## src/rtl/mul_scheduler_if.sv

```systemverilog
// Bundle between the multiplier scheduler, its two requesters and the shared
// repeated-addition datapath (A register, B down-counter, P accumulator).
interface mul_scheduler_if #(
    parameter int unsigned W = 16
) ();
    // Requester port 0
    logic         req0;
    logic [W-1:0] a0;
    logic [W-1:0] b0;
    logic         ack0;
    logic [W-1:0] result0;
    // Requester port 1
    logic         req1;
    logic [W-1:0] a1;
    logic [W-1:0] b1;
    logic         ack1;
    logic [W-1:0] result1;
    // Shared datapath
    logic [W-1:0] dp_data;
    logic         ld_a;
    logic         ld_b;
    logic         ld_p;
    logic         clr_p;
    logic         dec_b;
    logic         eqz;
    logic [W-1:0] prod;
    // Status
    logic         busy;
    logic         gnt_id;

    modport slave (
        input  req0, a0, b0, req1, a1, b1, eqz, prod,
        output ack0, result0, ack1, result1,
        output dp_data, ld_a, ld_b, ld_p, clr_p, dec_b, busy, gnt_id
    );

    modport master (
        output req0, a0, b0, req1, a1, b1, eqz, prod,
        input  ack0, result0, ack1, result1,
        input  dp_data, ld_a, ld_b, ld_p, clr_p, dec_b, busy, gnt_id
    );
endinterface

```

## src/rtl/mul_scheduler.sv

```systemverilog
// Round-robin two-port scheduler and sequencer for the shared repeated-addition
// multiplier datapath: load A, load B / clear P, accumulate until B hits zero, return P.
module mul_scheduler #(
    parameter int unsigned W = 16
) (
    input  logic               clk,
    input  logic               rst_n,
    mul_scheduler_if.slave     bus
);

    typedef enum logic [2:0] {
        StIdle,
        StLoadA,
        StLoadB,
        StAcc,
        StResp
    } state_e;

    state_e       state_q;
    logic         gnt_q;
    logic         last_gnt_q;
    logic         ack0_q;
    logic         ack1_q;
    logic [W-1:0] result0_q;
    logic [W-1:0] result1_q;

    logic         req0_eff;
    logic         req1_eff;
    logic         win;

    logic [W-1:0] dp_data;
    logic         ld_a;
    logic         ld_b;
    logic         ld_p;
    logic         clr_p;
    logic         dec_b;

    // A port still seeing its own ack is not re-granted in that cycle.
    assign req0_eff = bus.req0 & ~ack0_q;
    assign req1_eff = bus.req1 & ~ack1_q;
    assign win      = (req0_eff & req1_eff) ? ~last_gnt_q : req1_eff;

    always_ff @(posedge clk or negedge rst_n) begin
        if (!rst_n) begin
            state_q    <= StIdle;
            gnt_q      <= 1'b0;
            last_gnt_q <= 1'b1;
            ack0_q     <= 1'b0;
            ack1_q     <= 1'b0;
            result0_q  <= '0;
            result1_q  <= '0;
        end else begin
            ack0_q <= 1'b0;
            ack1_q <= 1'b0;
            unique case (state_q)
                StIdle: begin
                    if (req0_eff | req1_eff) begin
                        gnt_q   <= win;
                        state_q <= StLoadA;
                    end
                end
                StLoadA: state_q <= StLoadB;
                StLoadB: state_q <= StAcc;
                StAcc: begin
                    if (bus.eqz) begin
                        state_q <= StResp;
                    end
                end
                StResp: begin
                    if (gnt_q) begin
                        result1_q <= bus.prod;
                        ack1_q    <= 1'b1;
                    end else begin
                        result0_q <= bus.prod;
                        ack0_q    <= 1'b1;
                    end
                    last_gnt_q <= gnt_q;
                    state_q    <= StIdle;
                end
                default: state_q <= StIdle;
            endcase
        end
    end

    // Datapath controls are decoded from the state; only ACC looks at eqz.
    always_comb begin
        dp_data = '0;
        ld_a    = 1'b0;
        ld_b    = 1'b0;
        ld_p    = 1'b0;
        clr_p   = 1'b0;
        dec_b   = 1'b0;
        unique case (state_q)
            StLoadA: begin
                ld_a    = 1'b1;
                dp_data = gnt_q ? bus.a1 : bus.a0;
            end
            StLoadB: begin
                ld_b    = 1'b1;
                clr_p   = 1'b1;
                dp_data = gnt_q ? bus.b1 : bus.b0;
            end
            StAcc: begin
                ld_p  = ~bus.eqz;
                dec_b = ~bus.eqz;
            end
            default: ;
        endcase
    end

    assign bus.dp_data = dp_data;
    assign bus.ld_a    = ld_a;
    assign bus.ld_b    = ld_b;
    assign bus.ld_p    = ld_p;
    assign bus.clr_p   = clr_p;
    assign bus.dec_b   = dec_b;
    assign bus.ack0    = ack0_q;
    assign bus.ack1    = ack1_q;
    assign bus.result0 = result0_q;
    assign bus.result1 = result1_q;
    assign bus.busy    = (state_q != StIdle);
    assign bus.gnt_id  = gnt_q;

endmodule

```

## src/flat_wrapper.sv

```systemverilog
// flat-port wrapper written by rule: the top's interface ports become plain ports
module mul_scheduler_flat 
#(
    parameter int unsigned W = 16
)
  (clk, rst_n, bus_req0, bus_a0, bus_b0, bus_req1, bus_a1, bus_b1, bus_eqz, bus_prod, bus_ack0, bus_result0, bus_ack1, bus_result1, bus_dp_data, bus_ld_a, bus_ld_b, bus_ld_p, bus_clr_p, bus_dec_b, bus_busy, bus_gnt_id);
  mul_scheduler_if #(.W(W)) bus_i ();
  input  logic clk;
  input  logic rst_n;
  input wire logic [$bits(bus_i.req0)-1:0] bus_req0;
  input wire logic [$bits(bus_i.a0)-1:0] bus_a0;
  input wire logic [$bits(bus_i.b0)-1:0] bus_b0;
  input wire logic [$bits(bus_i.req1)-1:0] bus_req1;
  input wire logic [$bits(bus_i.a1)-1:0] bus_a1;
  input wire logic [$bits(bus_i.b1)-1:0] bus_b1;
  input wire logic [$bits(bus_i.eqz)-1:0] bus_eqz;
  input wire logic [$bits(bus_i.prod)-1:0] bus_prod;
  output wire logic [$bits(bus_i.ack0)-1:0] bus_ack0;
  output wire logic [$bits(bus_i.result0)-1:0] bus_result0;
  output wire logic [$bits(bus_i.ack1)-1:0] bus_ack1;
  output wire logic [$bits(bus_i.result1)-1:0] bus_result1;
  output wire logic [$bits(bus_i.dp_data)-1:0] bus_dp_data;
  output wire logic [$bits(bus_i.ld_a)-1:0] bus_ld_a;
  output wire logic [$bits(bus_i.ld_b)-1:0] bus_ld_b;
  output wire logic [$bits(bus_i.ld_p)-1:0] bus_ld_p;
  output wire logic [$bits(bus_i.clr_p)-1:0] bus_clr_p;
  output wire logic [$bits(bus_i.dec_b)-1:0] bus_dec_b;
  output wire logic [$bits(bus_i.busy)-1:0] bus_busy;
  output wire logic [$bits(bus_i.gnt_id)-1:0] bus_gnt_id;
  assign bus_i.req0 = bus_req0;
  assign bus_i.a0 = bus_a0;
  assign bus_i.b0 = bus_b0;
  assign bus_i.req1 = bus_req1;
  assign bus_i.a1 = bus_a1;
  assign bus_i.b1 = bus_b1;
  assign bus_i.eqz = bus_eqz;
  assign bus_i.prod = bus_prod;
  assign bus_ack0 = bus_i.ack0;
  assign bus_result0 = bus_i.result0;
  assign bus_ack1 = bus_i.ack1;
  assign bus_result1 = bus_i.result1;
  assign bus_dp_data = bus_i.dp_data;
  assign bus_ld_a = bus_i.ld_a;
  assign bus_ld_b = bus_i.ld_b;
  assign bus_ld_p = bus_i.ld_p;
  assign bus_clr_p = bus_i.clr_p;
  assign bus_dec_b = bus_i.dec_b;
  assign bus_busy = bus_i.busy;
  assign bus_gnt_id = bus_i.gnt_id;
  mul_scheduler #(.W(W)) u_core (.clk(clk), .rst_n(rst_n), .bus(bus_i));
endmodule
```

## config.mk

```make
export PLATFORM = sky130hd
export DESIGN_NAME = mul_scheduler_flat
export DESIGN_NICKNAME = d
export VERILOG_FILES = /design/src/rtl/mul_scheduler_if.sv /design/src/rtl/mul_scheduler.sv /design/src/flat_wrapper.sv
export SDC_FILE = /design/constraint.sdc
export NUM_CORES = 1
export LEC_CHECK = 0
export ABC_AREA = 1
export ABC_CLOCK_PERIOD_IN_PS = 1300
export CAP_MARGIN = 0
export CORE_MARGIN = 1
export CORE_UTILIZATION = 33
export DETAILED_ROUTE_END_ITERATION = 7
export GPL_TIMING_DRIVEN = 1
export PLACE_DENSITY = 0.76
export SLEW_MARGIN = 10
export SYNTH_ARGS = -nofsm -noshare
export SYNTH_HDL_FRONTEND = slang
export SYNTH_SLANG_ARGS = --single-unit
```

## constraint.sdc

```tcl
create_clock -name clk -period 1.3 [get_ports clk]
set_input_delay 0.26 -clock clk [delete_from_list [all_inputs] [get_ports clk]]
set_output_delay 0.26 -clock clk [all_outputs]
set_load 0.1 [all_outputs]
```

# Word level (Yosys, flattened, before mapping)
# Cells that the tools add are included.
[op_classes]
muxes = 14
eq_ne = 6
bitwise = 9
n_reduce_logical = 6
[ops]
columns = ["cell", "count"]
rows = [
  ["16-bit two-way mux", 2],
  ["16-bit case mux with 2 select lines", 1],
  ["3-bit case mux with 4 select lines", 1],
  ["1-bit two-way mux", 8],
  ["2-bit AND reduction", 4],
  ["3-bit by 2-bit equality test with 1-bit output, second input constant", 2],
  ["3-bit two-way mux", 2],
  ["1-bit NOT", 5],
  ["1-bit bitwise AND", 3],
  ["3-bit by 1-bit equality test with 1-bit output, second input constant", 1],
  ["3-bit equality test, second input constant", 1],
  ["3-bit zero test", 1],
  ["3-bit nonzero test", 1],
  ["2-bit by 1-bit inequality test with 1-bit output, second input constant", 1],
  ["2-bit inequality test, second input constant", 1],
  ["1-bit bitwise OR", 1],
]
[word_totals]
inputBits = 85
output_inout_bits = 57
elab_cells = 42
ff_bits = 39

# Depth between registers and ports, before layout
[logic_depth]
depth_word = 5
ltp_mapped = 7
mapped_depth_nobuf = 6

# Worst setup path before layout
# Ideal clock, no wire load.
[synth_timing]
path_type = "reg-to-output"
start = "reg u_core.gnt_q (netlist: u_core.bus.gnt_id)"
end = "out bus_dp_data[11]"
n_path_buf = 2
required_ns = 1.040
path_stages_with_launch = 7
arrival_time_ns = 2.331
setup_slack_ns = -1.291
cell_sequence = "dfrtp_1 -> buf_2 -> clkbuf_1 -> nand2_1 -> nand2_1 -> nand2_1 -> nand2_1"
[synth_via]
elab_chain_cells = 2
word_cells_on_any_way = 3
cone_classes = "3 x mux"
[synth_rtl]
columns = ["element", "line_no", "source"]
rows = [
  ["start, declared", "mul_scheduler.sv:20", "logic gnt_q;"],
  ["start signal, assigned", "mul_scheduler.sv:58", "gnt_q <= win;"],
  ["16-bit two-way mux, on equally long branches", "mul_scheduler.sv:101, mul_scheduler.sv:96", ""],
  ["16-bit case mux with 2 select lines *", "mul_scheduler.sv:93", "unique case (state_q)"],
  ["end, declared", "flat_wrapper.sv:22", "output wire logic [$bits(bus_i.dp_data)-1:0] bus_dp_data;"],
]
# Every way passes the cells marked *; elsewhere a longest branch is shown, timed or not.

# Final worst setup path
[layout_timing]
start = "reg u_core.gnt_q (netlist: u_core.bus.gnt_id)"
end = "out bus_dp_data[2]"
# Same word-level chain as after synthesis.

==> results.py <==
metrics = {
    "die": {
        "coreArea_mm2": 0.00635,
        "start_util_pct": 34.3,
        "die_x_um": 83.2,
        "row_count": 29,
        "io_pins": 142,
        "design.die.area_mm2": 0.00693,
        "die_y_um": 83.2,
    },
    "run_status": {
        "outcome": "finished with violations",
        "violations": "negative setup slack",
    },
    "synth": {
        "netlist_area_mm2": 0.00218,
        "synth_seq_cells": 39,
        "synth_cell_types": 20,
        "syn_inst": 316,
        "ys.warnings.count": 0,
        "syn_nets": 401,
        "seq_area_frac_synth_pct": 44.9,
        "syn_avg_cell_area_um2": 6.89,
    },
    "placement": {
        "place_ws_ns": -0.279,
        "dp_hpwl_mm": 5.77,
        "placed_cell_area_mm2": 0.00469,
        "gp_congestion": 0.773,
        "io_buffer_count": 141,
    },
    "finish": {
        "final_cell_mix": "nand2_1 (117), clkdlybuf4s50_1 (83), buf_12 (64)",
        "ff_latch_area_um2": 983,
        "mostFrequentLayoutCell": "nand2_1",
        "antenna_cells": 0,
        "multi_input_area_mm2": 0.00151,
        "area_growth_pct": 138,
        "fillCellCount": 356,
        "nets": 563,
        "final_core_util_pct": 81.5,
        "drive_above_1_share_pct": 40.5,
        "stdcell_area_mm2": 0.00518,
    },
    "sta": {
        "max_slew_margin_pct": 79.9,
        "fin_skew_ns": 0.00219,
        "finalHoldViolations": 0,
        "max_freq_ghz": 0.547,
        "fin_ws_ns": -0.529,
        "worst_slew_pin_slew_ns": 0.302,
        "min_period_ns": 1.83,
        "rsz0062_at_grt": "true",
        "min_period_over_period_pct": 141,
        "drv_slew": 0,
        "setup_viol": 56,
    },
    "routing": {
        "vias": 2598,
        "vias_per_cell": 4.67,
        "drt_wl_total_mm": 8.41,
        "drt_pre_antenna_iters": 4,
        "drt-wirelength-per-cell_um": 15.1,
        "first_iter_violations": 49,
        "drc_errors": 0,
        "ant_nets": 0,
    },
    "grt": {
        "grt_pass1_vias": 2582,
        "grt_pass1_wl_mm": 12.4,
        "track_usage_pct": 22.5,
        "grt-ovfl-total": 0,
        "grt_max_degree": 34,
        "antenna_found_initial": 0,
    },
    "cts": {
        "clock_path_buffers": 2,
        "cts-htree-levels": 2,
        "cts-root-buf": "clkbuf_8",
        "numCtsBuffers": 5,
        "clock_sinks": 39,
        "clock_latency_ns": 0.29,
        "cts_tree": "yes",
        "clk_pin_slew_ns": 0.07,
    },
    "worst_setup_path": {
        "path_max_fanout": 33,
        "required_ns": 1.04,
        "startpoint": "u_core.bus.gnt_id",
        "reg2regPathDepth": 7,
        "setup.worst_path.end_class": "output pin",
        "critPathKind": "reg -> out",
        "reg2reg_from": "u_core.state_q[1]",
        "crit_arrival_ns": 1.57,
        "cp-start-kind": "flop",
    },
    "job": {
        "drv_cap": 0,
    },
    "worst_hold_path": {
        "hp-class": "in -> async",
    },
}
flip-flops by register name (all words and copies together), names as in the netlist:
signal	cells
u_core.last_gnt_q	1
u_core.bus.result0	16
u_core.bus.ack1	1
u_core.state_q	3
u_core.bus.gnt_id	1
u_core.bus.ack0	1
u_core.bus.result1	16
cell type report:
cell class / count / share of cell area [%]
clock inverters: 1 / 0.0967
flip-flops and latches: 39 / 19.0
inverters: 28 / 2.34
clock buffers: 7 / 1.47
repair buffers: 172 / 46.0
multi-input cells: 232 / 29.2
well taps: 77 / 1.86
critical path: stages, from the launching register on:
cell and delay (ns):
dfrtp_4 0.55, inv_12 0.16, nand2_1 0.08, nand2_1 0.08, nand2_1 0.13, nand2_8 0.11, buf_12 0.17
through the flow:
stage               TNS (ns)  hold WS, ns  instances
CTS                   -11.63        0.374        549
global placement       -5.39        0.156        539
detailed placement     -6.48        0.161        539
floorplan              -9.47      -0.0356        316
finish                -12.93        0.392        556
global route          -16.01        0.398        556
metal layers:
layer	vias up	global-route usage [%]	part of all wire, %
met4	0	7.05	1.6
met1	1193	25.4	38
met3	11	8.15	8.9
li1	1281	-	-
met2	113	39.3	51
met5	-	0	0
Yosys cell counts (all sizes together):
library cell	number	share of area, %
nand2	185	32
dfrtp	38	44
o21ai	32	8.4
inv	28	4.8
buf	14	4.5
nor2	6	1.7
clkbuf	3	0.52
nand3	3	1.1
a21oi	2	0.46
nand4	2	0.57
dfstp	1	1.2
nand3b	1	0.34
nor3	1	0.75
cell families after synthesis:
| group | after synthesis | share of synthesized area (%) |
|---|---|---|
| AO/OA/AOI/OAI | 34 | 8.85 |
| buffers and inverters | 45 | 9.88 |
| flip-flops | 39 | 44.9 |
| AND/OR/NAND/NOR | 198 | 36.4 |
worst paths after layout:
path / end / slack (ns)
setup / recovery: bus_dp_data[2] / -0.53
hold / removal: u_core.bus.result0[10] / 0.39
setup reg to reg: u_core.bus.result1[1] / -0.14
hold reg to reg: u_core.last_gnt_q / 0.54
max in group asynchronous: u_core.last_gnt_q / 0.41
min in group clk: u_core.bus.result1[13] / 0.52
repair_timing:
item,4_1_cts,5_1_grt
setup buffers,2,4
endpoints found under the hold margin,11,0
gates resized for setup,30,55
hold buffers,1,0
setup endpoints to repair,44,58
cloned,0,5
pin swaps,2,6
Power is left out: the tool's default activity adds up to more than one toggle a clock period on the data nets, which glitch-free logic cannot reach.
